### src/rtl/fab_clk_reset_ctrl_pkg.sv
// fab_clk_reset_ctrl_pkg
// Shared definitions for the fabric clock/reset controller: state encoding,
// counter widths and the lock-loss filter depth. The filter depth is used
// only when the controller is built with FAB_LOCK_FILTER_EN defined.

package fab_clk_reset_ctrl_pkg;

    // Width of the stabilisation and tick counters. A 16-bit counter holds
    // every terminal value (STABLE_CYCLES-1, TICK_DIV-1) for the parameter
    // range 2..65535, so neither counter can wrap early.
    localparam int CNT_W = 16;

    // Number of consecutive lock-low cycles in RUN that the optional glitch
    // filter treats as a real loss of lock.
    localparam int FILTER_DEPTH = 4;

    // Width of the glitch-filter counter. Three bits hold 0..FILTER_DEPTH-1.
    localparam int FILT_W = 3;

    // Sequencer states. Encoding 3 is never entered on purpose. If it ever
    // appears (for example after an upset), the next-state logic sends it
    // back to WAIT_LOCK.
    typedef enum logic [1:0] {
        ST_WAIT_LOCK = 2'd0,
        ST_STABILIZE = 2'd1,
        ST_RUN       = 2'd2,
        ST_ILLEGAL   = 2'd3
    } state_e;

    // Terminal value of a CNT_W-bit counter that divides by 'n'.
    function automatic logic [CNT_W-1:0] cnt_last(input int n);
        return CNT_W'(n - 1);
    endfunction

endpackage : fab_clk_reset_ctrl_pkg

### src/rtl/fab_clk_reset_ctrl_lock_sync.sv
// fab_clk_reset_ctrl_lock_sync
// Two-flop synchroniser that brings the CCC lock indication into the FAB_CLK
// domain. Both flops reset to 0, so after reset the controller always sees
// "not locked" until the input has been sampled high twice.

module fab_clk_reset_ctrl_lock_sync
    import fab_clk_reset_ctrl_pkg::*;
(
    input  logic i_clk,
    input  logic i_rst_n,
    input  logic i_async,
    output logic o_sync
);

    logic r_meta;
    logic r_sync;

    // Capture the asynchronous input, then re-register it to let the first
    // stage settle before anything downstream uses it.
    always_ff @(posedge i_clk) begin
        // NOTE: state registers use non-blocking assignments, so both flops
        // update from their pre-edge values and the chain really is two
        // stages deep. Blocking assignments would collapse it to one stage.
        if (!i_rst_n) begin
            r_meta <= 1'b0;
            r_sync <= 1'b0;
        end else begin
            r_meta <= i_async;
            r_sync <= r_meta;
        end
    end

    assign o_sync = r_sync;

endmodule : fab_clk_reset_ctrl_lock_sync

### src/rtl/fab_clk_reset_ctrl.sv
// fab_clk_reset_ctrl
// Holds the H-bridge fabric logic in reset until the MSS CCC has reported
// lock for STABLE_CYCLES consecutive FAB_CLK cycles. It then releases
// FAB_RESET_N and produces a TICK clock-enable every TICK_DIV cycles. If
// lock is lost while running, the block returns to WAIT_LOCK, reasserts
// reset and sets the sticky LOCK_LOST flag.
//
// Build option: define FAB_LOCK_FILTER_EN to add a glitch filter. With it,
// lock must be low for FILTER_DEPTH consecutive cycles in RUN before it
// counts as lost. Without it, a single low cycle in RUN counts as a loss.

module fab_clk_reset_ctrl
    import fab_clk_reset_ctrl_pkg::*;
#(
    parameter int STABLE_CYCLES = 256,
    parameter int TICK_DIV      = 20,
    parameter int USE_LOCK      = 1
) (
    input  logic       FAB_CLK,
    input  logic       M2F_RESET_N,
    input  logic       FAB_LOCK,
    output logic       FAB_RESET_N,
    output logic       TICK,
    output logic [1:0] STATE,
    output logic       LOCK_LOST
);

    localparam logic [CNT_W-1:0] STAB_LAST = cnt_last(STABLE_CYCLES);
    localparam logic [CNT_W-1:0] TICK_LAST = cnt_last(TICK_DIV);

    // ------------------------------------------------------------------
    // Lock synchroniser
    // ------------------------------------------------------------------
    // When the lock input is not used, a constant 1 is fed through the same
    // synchroniser. Release latency after reset is then identical to the
    // case where lock is already high as reset deasserts.
    logic w_lock_in;
    logic w_lock_s;

    assign w_lock_in = (USE_LOCK != 0) ? FAB_LOCK : 1'b1;

    fab_clk_reset_ctrl_lock_sync u_lock_sync (
        .i_clk   (FAB_CLK),
        .i_rst_n (M2F_RESET_N),
        .i_async (w_lock_in),
        .o_sync  (w_lock_s)
    );

    // ------------------------------------------------------------------
    // Registers and next-state wires
    // ------------------------------------------------------------------
    state_e           r_state;
    state_e           w_state_next;
    logic [CNT_W-1:0] r_stab_cnt;
    logic [CNT_W-1:0] r_tick_cnt;
    logic             r_lock_lost;
    logic             w_lock_loss;

    // ------------------------------------------------------------------
    // Lock-loss detection while in RUN
    // ------------------------------------------------------------------
`ifdef FAB_LOCK_FILTER_EN
    localparam logic [FILT_W-1:0] FILT_LAST = FILT_W'(FILTER_DEPTH - 1);

    logic [FILT_W-1:0] r_filt_cnt;

    // Count consecutive lock-low cycles spent in RUN. Any high sample, or
    // leaving RUN, restarts the count.
    always_ff @(posedge FAB_CLK) begin
        if (!M2F_RESET_N) begin
            r_filt_cnt <= '0;
        end else if ((r_state != ST_RUN) || w_lock_s) begin
            r_filt_cnt <= '0;
        end else if (r_filt_cnt != FILT_LAST) begin
            r_filt_cnt <= r_filt_cnt + 1'b1;
        end
    end

    // Lock is lost on the FILTER_DEPTH-th consecutive low cycle.
    assign w_lock_loss = (r_state == ST_RUN) && !w_lock_s && (r_filt_cnt == FILT_LAST);
`else
    // Without the filter, any low cycle in RUN counts as a loss of lock.
    assign w_lock_loss = (r_state == ST_RUN) && !w_lock_s;
`endif

    // ------------------------------------------------------------------
    // FSM: state register
    // ------------------------------------------------------------------
    // Hold the current sequencer state. Reset is synchronous and overrides
    // every transition.
    always_ff @(posedge FAB_CLK) begin
        if (!M2F_RESET_N) begin
            r_state <= ST_WAIT_LOCK;
        end else begin
            r_state <= w_state_next;
        end
    end

    // ------------------------------------------------------------------
    // FSM: next-state logic
    // ------------------------------------------------------------------
    // Sequence WAIT_LOCK -> STABILIZE -> RUN. Any drop of lock before RUN,
    // or a lock loss in RUN, sends the FSM back to WAIT_LOCK.
    always_comb begin
        // NOTE: assigning a default before the case gives every path a
        // value, so no latch can be inferred for w_state_next.
        w_state_next = r_state;
        case (r_state)
            ST_WAIT_LOCK: begin
                if (w_lock_s) begin
                    w_state_next = ST_STABILIZE;
                end
            end
            ST_STABILIZE: begin
                if (!w_lock_s) begin
                    w_state_next = ST_WAIT_LOCK;
                end else if (r_stab_cnt == STAB_LAST) begin
                    w_state_next = ST_RUN;
                end
            end
            ST_RUN: begin
                if (w_lock_loss) begin
                    w_state_next = ST_WAIT_LOCK;
                end
            end
            default: begin
                w_state_next = ST_WAIT_LOCK;
            end
        endcase
    end

    // ------------------------------------------------------------------
    // Stabilisation counter
    // ------------------------------------------------------------------
    // Count locked cycles only while staying in STABILIZE. Every other case
    // clears the counter, so each entry to STABILIZE starts from 0.
    always_ff @(posedge FAB_CLK) begin
        if (!M2F_RESET_N) begin
            r_stab_cnt <= '0;
        end else if ((r_state == ST_STABILIZE) && (w_state_next == ST_STABILIZE)) begin
            r_stab_cnt <= r_stab_cnt + 1'b1;
        end else begin
            r_stab_cnt <= '0;
        end
    end

    // ------------------------------------------------------------------
    // Tick divider
    // ------------------------------------------------------------------
    // Advance the divider only while RUN continues. It is already 0 on the
    // first RUN cycle, so the first TICK falls on RUN cycle TICK_DIV.
    always_ff @(posedge FAB_CLK) begin
        if (!M2F_RESET_N) begin
            r_tick_cnt <= '0;
        end else if ((r_state == ST_RUN) && (w_state_next == ST_RUN)) begin
            if (r_tick_cnt == TICK_LAST) begin
                r_tick_cnt <= '0;
            end else begin
                r_tick_cnt <= r_tick_cnt + 1'b1;
            end
        end else begin
            r_tick_cnt <= '0;
        end
    end

    // ------------------------------------------------------------------
    // Sticky lock-lost flag
    // ------------------------------------------------------------------
    // Record any loss of lock in RUN. Only reset clears this flag; entering
    // RUN again leaves it set.
    always_ff @(posedge FAB_CLK) begin
        if (!M2F_RESET_N) begin
            r_lock_lost <= 1'b0;
        end else if (w_lock_loss) begin
            r_lock_lost <= 1'b1;
        end
    end

    // ------------------------------------------------------------------
    // FSM: output decode
    // ------------------------------------------------------------------
    // All outputs are decoded from registers only. FAB_RESET_N and TICK both
    // depend on r_state == RUN, so TICK drops in the same cycle that
    // FAB_RESET_N falls.
    always_comb begin
        FAB_RESET_N = (r_state == ST_RUN);
        TICK        = (r_state == ST_RUN) && (r_tick_cnt == TICK_LAST);
        STATE       = r_state;
        LOCK_LOST   = r_lock_lost;
    end

endmodule : fab_clk_reset_ctrl

### config.mk
export PLATFORM = sky130hd
export DESIGN_NAME = fab_clk_reset_ctrl
export DESIGN_NICKNAME = d
export VERILOG_FILES = /design/src/rtl/fab_clk_reset_ctrl_pkg.sv /design/src/rtl/fab_clk_reset_ctrl_lock_sync.sv /design/src/rtl/fab_clk_reset_ctrl.sv
export SDC_FILE = /design/constraint.sdc
export NUM_CORES = 1
export LEC_CHECK = 0
export ABC_CLOCK_PERIOD_IN_PS = 3160
export CORE_MARGIN = 1.5
export CORE_UTILIZATION = 45
export DETAILED_ROUTE_END_ITERATION = 10
export PLACE_DENSITY_LB_ADDON = 0.1
export SYNTH_ARGS = -nofsm -noshare
export SYNTH_HDL_FRONTEND = slang
export SYNTH_HIERARCHICAL = 1
export SYNTH_SLANG_ARGS = --single-unit
### constraint.sdc
create_clock -name FAB_CLK -period 3.16 [get_ports FAB_CLK]
set_input_delay 0.316 -clock FAB_CLK [delete_from_list [all_inputs] [get_ports FAB_CLK]]
set_output_delay 0.316 -clock FAB_CLK [all_outputs]
set_load 0.02 [all_outputs]
# Yosys cells after proc, flatten, opt, wreduce, memory -nomap -nowiden
# Index checks and enable logic that the tools add are counted.
totals:
  regBits: 37
  word_cells: 29
op_classes:
  n_eq_ne: 6
  n_bitwise: 2
  reduce_logical: 8
  addsub: 2
  mux: 5
ops:
  columns: ["op", "n"]
  rows:
  - ["16-bit by 1-bit adder with 16-bit output, second input constant", 2]
  - ["16-bit by 5-bit equality test with 1-bit output, second input constant", 1]
  - ["16-bit by 8-bit equality test with 1-bit output, second input constant", 1]
  - ["2-bit 2-to-1 mux", 4]
  - ["2-bit one-hot mux with 3 select lines", 1]
  - ["2-bit by 1-bit equality test with 1-bit output, second input constant", 2]
  - ["2-bit equality test, second input constant", 2]
  - ["1-bit logical AND", 4]
  - ["3-bit OR reduction", 1]
  - ["2-bit zero test", 1]
  - ["1-bit inverter", 2]
  - ["2-bit AND reduction", 1]
  - ["1-bit zero test", 1]

# Logic depth before layout (Yosys ltp)
# Gate-level depths: netlist of run 1.
depth:
  ltp_word: 8
  mapped_depth: 7

# By module
# Netlist of run 1, hierarchy kept.
by_module_without_submodules:
  columns: ["module", "instances", "cells_per_inst", "area_each_um2"]
  rows:
  - ["fab_clk_reset_ctrl", 1, 171, 1539.0]
  - ["fab_clk_reset_ctrl_lock_sync", 1, 4, 52.6]

# Worst setup path before layout of run 1
# No wires, ideal clock.
synth_timing:
  path_kind: "flip-flop to output port"
  start: "register r_tick_cnt[0]"
  end: "output TICK"
  required_time_ps: 2844
  arrival_ps: 1278
  path_buffers: 0
  path_stages_with_launch: 5
  slack_ps: 1566
  path_cell_list: "dfxtp_1 -> ha_1 -> nor4bb_1 -> nand4_1 -> nor2_1"
synth_via:
  elab_chain_len: 2
synth_rtl:
  columns: ["item", "line_no", "source"]
  rows:
  - ["start: declaration", "fab_clk_reset_ctrl.sv:55", "logic [CNT_W-1:0] r_tick_cnt;"]
  - ["start signal: assignment", "fab_clk_reset_ctrl.sv:159", "r_tick_cnt <= r_tick_cnt + 1'b1;"]
  - ["16-bit by 5-bit equality test with 1-bit output", "fab_clk_reset_ctrl.sv:187", "TICK = (r_state == ST_RUN) && (r_tick_cnt == TICK_LAST);"]
  - ["1-bit logical AND", "fab_clk_reset_ctrl.sv:187", null]
  - ["end: declaration", "fab_clk_reset_ctrl.sv:23", "output logic TICK,"]
# Every way passes these cells.

# Worst setup path in the final report of run 1
# Same ends and word-level chain as after synthesis.

==> summary.md, run 1 <==
| Metric | Value |
|---|---|
| Status | `complete, no violations` |
| Global-route wire length before repair | `approximately 5000 µm` |
| Top-count cell post-synth | `dfxtp_1` |
| Die area | `3900 µm²` |
| Setup TNS Final | `0 ns` |
| Critical Path RT | `2.84 ns` |
| Final Cycle Share | `79.2%` |
| CTS tree | `yes` |
| VDD IR max | `~0.00025 V` |
| Syn_nets | `180` |
| Leakage | `~0.60 nW` |
| # port buffers | `7` |
| Post-Syn Instances | `~180` |
| CP endpoint kind | `output pin` |
| Vias per cell | `5.28` |
| Post-synthesis sequential element count | `37` |
| CTS-repair resized insts | `0` |
| Initial DRC Count | `44` |
| Ys async rst share | `0%` |
| Max_cap viols | `0` |
| Die H | `62.5 µm` |
| Total wire length | `2790 µm` |
| CP startpoint | `r_tick_cnt[0]` |
| DRC | `0` |
| Top cell type's share of synthesized area | `46.5%` |
| Clk slew on worst S/H paths | `0.11 ns` |
| YS warnings | `6` |
| Hold crit path type | `register to register` |
| Antenna Nets Post-Route | `0` |
| Cell taking the most area after synthesis | `dfxtp_1` |
| Slowest CP cell | `clkdlybuf4s50_1` |
| Core area | `3360 µm²` |
| Crit path time final | `2.50 ns` |
| Via count | `between 1000 and 1500` |
| Fin. Hold Viols | `0` |
| Sw Share | `between 10% and 20%` |
| CP Launch Type | `register` |
| Clk_lat worst skew | `between 0.3 and 0.4 ns` |
| Mapped cell area | `1590 µm²` |
| Row count | `21` |
| Top cells by area, synth | `dfxtp_1, nor2_1, xnor2_1, xor2_1, nand4_1` |
| Worst hold slack | `0.467 ns` |
| Post-DP HPWL | `1990 µm` |
| Switching pwr | `about 0.16 mW` |
| # setup viols final | `0` |
| Max-slew violation count | `0` |
| Setup CP Type | `register to output pin` |
| CTS root buffer | `clkbuf_4` |
| Post-place setup slack | `1.03 ns` |
| Htree depth | `2` |
| Logic pwr share | `0.8%` |
| Overall Global Routing Usage | `16.0%` |
| Layout area overhead | `11.9%` |
| Number of flops mapped to enable cells by yosys | `0` |
| Seq/Total Area, Yosys | `between 40 and 50%` |
| Internal | `between 0.6 and 0.7 mW` |
| Gr ovfl total | `0` |
| Max Buffers Root-to-Sink | `2` |
| CP cell instances | `ha_1 > nor4bb_1 > nand4_1 > nor2_1 > clkdlybuf4s50_1` |
| CP peak stage delay | `0.61 ns` |
| RR Startpoint | `r_tick_cnt[0]` |
| Critical Path Sink | `TICK` |
| RSZ-0062 raised after global routing | `false` |
| Top cells by instance count after synthesis | `dfxtp_1, nor2_1, xnor2_1, xor2_1, nand4_1` |
| Power share of the clock group | `42.3%` |
| Worst r2r dst | `r_tick_cnt[15]` |
| Total Power | `between 0.8 and 0.9 mW` |
| DR pass1 iterations | `4` |
| Vias in the first global route | `around 1200` |
| Die span in x | `62.5 µm` |
| # clock sinks | `37` |
| Hold_buf cts | `0` |
| Routed WL per cell | `12.0 µm` |
| Reg power frac | `56.9%` |
| Largest net degree at the start of global routing | `17` |
| Clk_skew | `0.0105 ns` |
| Crit path max fanout | `4` |
| Setup bufs post-CTS | `0` |
| Layout cell share with drive strength beyond 1 | `7.53%` |
| Initial antenna violation count | `0` |
| Max_slew headroom | `55.0%` |
| Mean Syn Cell Area | `9.09 µm²` |
| Most used DFF post-synth | `dfxtp_1` |
| # IOs | `8` |
| GP Congestion | `0.769` |
| Power per standard cell area | `462 nW/µm²` |
| Diode count | `0` |
| Setup WS post-layout | `0.658 ns` |
| R2R depth | `5` |
| TritonCTS buffer count | `5` |
| Fmax achieved | `0.400 GHz` |
| Hold Path Stages | `1` |
| Worst R2R Setup Slack | `between 1 and 1.5 ns` |
| Starting density of the core | `47.3%` |
| Worst Tran Pin Value | `0.673 ns` |
| Nets | `190` |
| Yosys cell types | `31` |
| Worst Path Arrival | `2.19 ns` |
cells in the final DEF, fill, tap and decap left out, types with 4 or more instances in the layout:
| master | netlist | layout |
|---|---|---|
| nand3_1 | 6 | 6 |
| clkbuf_4 | 0 | 5 |
| clkdlybuf4s50_1 | 0 | 7 |
| xnor2_1 | 12 | 12 |
| nor4_1 | 7 | 7 |
| dfxtp_1 | 37 | 37 |
| xor2_1 | 12 | 12 |
| or3_1 | 4 | 4 |
| o21ai_0 | 4 | 4 |
| nand2_1 | 9 | 9 |
| nand4_1 | 10 | 10 |
| and3_1 | 4 | 4 |
| inv_1 | 6 | 6 |
| nor2_1 | 33 | 33 |
power by group through the flow:
stage	clock network, mW	registers (mW)	logic, mW
floorplan	0	0.479	0.00215
global placement	0	0.479	0.00636
detailed placement	0	0.479	0.00646
CTS	0.359	0.469	0.00647
global route	0.377	0.469	0.00697
finish	0.348	0.469	0.00640
layer usage:
metal	share of wire, %	GRT usage (%)	vias to the layer above
met3	3.5	4.50	7
li1	-	-	624
met5	0	0	-
met4	2.1	7.50	0
met2	42	23.8	17
met1	52	21.5	576
worst min path at each step:
| stage | start | endpoint |
|---|---|---|
| after floorplan | u_lock_sync/r_meta | u_lock_sync/o_sync |
| after global placement | u_lock_sync/r_meta | u_lock_sync/o_sync |
| after CTS | u_lock_sync/r_meta | u_lock_sync/o_sync |
| after detailed placement | u_lock_sync/r_meta | u_lock_sync/o_sync |
| after global routing | u_lock_sync/r_meta | u_lock_sync/o_sync |
| final | u_lock_sync/r_meta | u_lock_sync/o_sync |
kinds of logic (layout without fill, tap and decap cells):
family | count (synthesis) | in the layout | synth area share [%]
buffers and inverters | 10 | 21 | 3.07
and+or+nand+nor | 90 | 90 | 30.5
DFF | 37 | 37 | 46.5
adders and majority gates | 2 | 2 | 1.57
xor gates and xnor gates | 24 | 24 | 13.2
AOI/OAI and AO/OA | 12 | 12 | 5.11
state kept, by name, indices dropped and copies added (netlist names):
name / count
u_lock_sync/r_meta: 1
STATE: 2
u_lock_sync/o_sync: 1
r_stab_cnt: 16
LOCK_LOST: 1
r_tick_cnt: 16
layout make-up:
type / instances / area (µm²)
multi-input combinational: 128 / 802
clock buffer: 6 / 51.3
timing repair buffer: 7 / 70.1
tap: 46 / 57.6
inverter: 6 / 22.5
fill: 343 / 1580
sequential: 37 / 741
clock inverter: 2 / 37.5
critical path, delay by kind of cell, from the launching register on:
kind	cells	cell delay, ns
AND/OR/NAND/NOR	3	0.57
flip-flops	1	0.41
adder cells (fa/ha/maj)	1	0.25
buffers and inverters	1	0.61
through the flow:
stage | instances | utilization, % | area [µm²]
final | 232 | 53.0 | 1780
after global routing | 232 | 53.0 | 1780
after CTS | 232 | 53.0 | 1780
after detailed placement | 224 | 50.3 | 1690
after global placement | 224 | 50.3 | 1690
after floorplan | 175 | - | 1590
Power figures use the tool's default switching activity.
==> run 2: changes to the inputs <==
- ABC_CLOCK_PERIOD_IN_PS: 3160 -> 2400
- clock period: 3.16 -> 2.4 ns (I/O delays scaled with it)
==> summary.md, run 2 (synthesis results as in run 1) <==
| Metric | Value |
|---|---|
| Status | `complete, no violations` |
| Logic pwr share | `0.8% (about the same)` |
| Leakage | `0.607 nW (+1.7%)` |
| Internal | `0.870 mW (+32%)` |
| Clk slew on worst S/H paths | `0.11 ns (about the same)` |
| Max Buffers Root-to-Sink | `2 (unchanged)` |
| # port buffers | `7 (unchanged)` |
| Max-slew violation count | `0 (unchanged)` |
| Final Cycle Share | `90.8%` |
| Power per standard cell area | `601 nW/µm² (+30%)` |
| Fmax achieved | `~0.46 GHz` |
| GP Congestion | `0.776 (+0.90%)` |
| Starting density of the core | `47.3% (unchanged)` |
| Die area | `3900 µm² (unchanged)` |
| Vias in the first global route | `1179 (+2.3%)` |
| CP endpoint kind | `output pin` |
| Via count | `1233 (+0.74%)` |
| Fillers | `354 (+3.2%)` |
| Hold crit path type | `register to register` |
| Most frequent cells in the layout | `dfxtp_1, nor2_1, xor2_1, xnor2_1, nand4_1` |
| Power share of the clock group | `41.7% (-0.6 points)` |
| CTS-repair resized insts | `1 (+1)` |
| Nets | `191 (+0.53%)` |
| CTS tree | `yes` |
| Worst Path Arrival | `1.94 ns (-0.25 ns)` |
| DR pass1 iterations | `4 (unchanged)` |
| RSZ-0062 raised after global routing | `false` |
| Die span in x | `62.5 µm (unchanged)` |
| CTS root buffer | `clkbuf_4` |
| Critical Path RT | `2.16 ns (-0.68 ns)` |
| Clk_skew | `0.00814 ns (-0.00233 ns)` |
| # clock sinks | `37 (unchanged)` |
| DRC | `0 (unchanged)` |
| # IOs | `8 (unchanged)` |
| Layout cell share with drive strength beyond 1 | `7.49% (-0.040 points)` |
| Htree depth | `2 (unchanged)` |
| Max_cap viols | `0 (unchanged)` |
| Die H | `62.5 µm (unchanged)` |
| Total wire length | `2850 µm (+1.9%)` |
| Global-route wire length before repair | `5130 µm (+2.8%)` |
| Setup TNS Final | `0 ns (unchanged)` |
| Fin. Hold Viols | `0 (unchanged)` |
| Clk_lat worst skew | `0.33 ns (-0.02 ns)` |
| Worst Tran Pin Value | `0.658 ns (-0.0141 ns)` |
| Routed WL per cell | `12.2 µm (+1.5%)` |
| Reg power frac | `57.5% (+0.6 points)` |
| Hold Path Stages | `1 (unchanged)` |
| Row count | `21 (unchanged)` |
| CP cell instances | `ha_1 > nor4bb_1 > nand4_1 > nor2_1 > dlygate4sd2_1` |
| CP peak stage delay | `0.40 ns (-0.21 ns)` |
| Layout area overhead | `12.1%` |
| Core area | `3360 µm² (unchanged)` |
| VDD IR max | `0.000306 V (+22%)` |
| Slowest CP cell | `dfxtp_1` |
| Worst R2R Setup Slack | `0.43 ns (-0.79 ns)` |
| Switching pwr | `0.203 mW (+24%)` |
| Post-DP HPWL | `2020 µm (+1.4%)` |
| Worst hold slack | `0.464 ns (-0.00302 ns)` |
| Setup bufs post-CTS | `0 (unchanged)` |
| Gr ovfl total | `0 (unchanged)` |
| # setup viols final | `0 (unchanged)` |
| Hold_buf cts | `0 (unchanged)` |
| TritonCTS buffer count | `5 (unchanged)` |
| Overall Global Routing Usage | `16.5% (+0.45 points)` |
| Diode count | `0 (unchanged)` |
| Most common cell after layout, fill and taps aside | `dfxtp_1` |
| Initial antenna violation count | `0 (unchanged)` |
| CP Launch Type | `register` |
| Antenna Nets Post-Route | `0 (unchanged)` |
| Vias per cell | `5.29 (+0.30%)` |
| Largest net degree at the start of global routing | `17 (unchanged)` |
| Setup CP Type | `register to output pin` |
| Crit path time final | `between 2 and 2.5 ns` |
| Initial DRC Count | `42 (-4.5%)` |
| Max_slew headroom | `56.0% (+0.94 points)` |
| R2R depth | `5 (unchanged)` |
| Crit path max fanout | `4 (unchanged)` |
| Sw Share | `18.9% (-0.94 points)` |
==> run 2: layout make-up <==
| cell class | instances | area, µm² | area share, % |
|---|---|---|---|
| Inverter | 6 | 22.5 | 1.26 |
| Tap cell | 46 | 57.6 | 3.23 |
| Multi-Input combinational cell | 128 | 802 | 45.0 |
| Clock buffer | 7 | 55.1 | 3.09 |
| Sequential cell | 37 | 741 | 41.5 |
| Timing Repair Buffer | 8 | 76.3 | 4.28 |
| Clock inverter | 1 | 30.0 | 1.68 |
==> run 2: layer usage <==
metal	vias to the layer above	GRT usage (%)	routed length, µm
met2	16	24.3	1220
li1	631	-	-
met4	0	6.67	33
met3	5	4.32	92
met5	-	0	0
met1	581	22.8	1500
==> run 2: final timing paths <==
check,from,to
setup reg to reg,r_tick_cnt[0],r_tick_cnt[15]
hold / removal,u_lock_sync/r_meta,u_lock_sync/o_sync
setup / recovery,r_tick_cnt[0],TICK
hold reg to reg,u_lock_sync/r_meta,u_lock_sync/o_sync
==> run 2: critical path: cells and delay by family (launching register included) <==
family	cells	cell delay (ns)
AND/OR/NAND/NOR	3	0.61
flip-flops	1	0.40
buffers and inverters	1	0.34
adder cells (fa/ha/maj)	1	0.26
==> run 2: power groups by stage <==
| stage | logic [mW] | clock network [mW] | registers (mW) |
|---|---|---|---|
| 3_3_place_gp | 0.00845 | 0 | 0.631 |
| 5_1_grt | 0.00942 | 0.489 | 0.618 |
| 3_5_place_dp | 0.00870 | 0 | 0.631 |
| 2_1_floorplan | 0.00283 | 0 | 0.631 |
| 6_report | 0.00854 | 0.447 | 0.617 |
| 4_1_cts | 0.00868 | 0.466 | 0.617 |
==> run 2: stage by stage <==
step,area (µm²),power [mW],std cells,utilization (%),worst slack [ns]
2_1_floorplan,1590,0.634,175,-,0.853
3_3_place_gp,1700,0.640,225,50.6,0.410
3_5_place_dp,1700,0.640,225,50.6,0.321
4_1_cts,1780,1.09,233,53.1,0.196
5_1_grt,1780,1.12,233,53.1,0.0917
6_report,1780,1.07,233,53.1,0.222
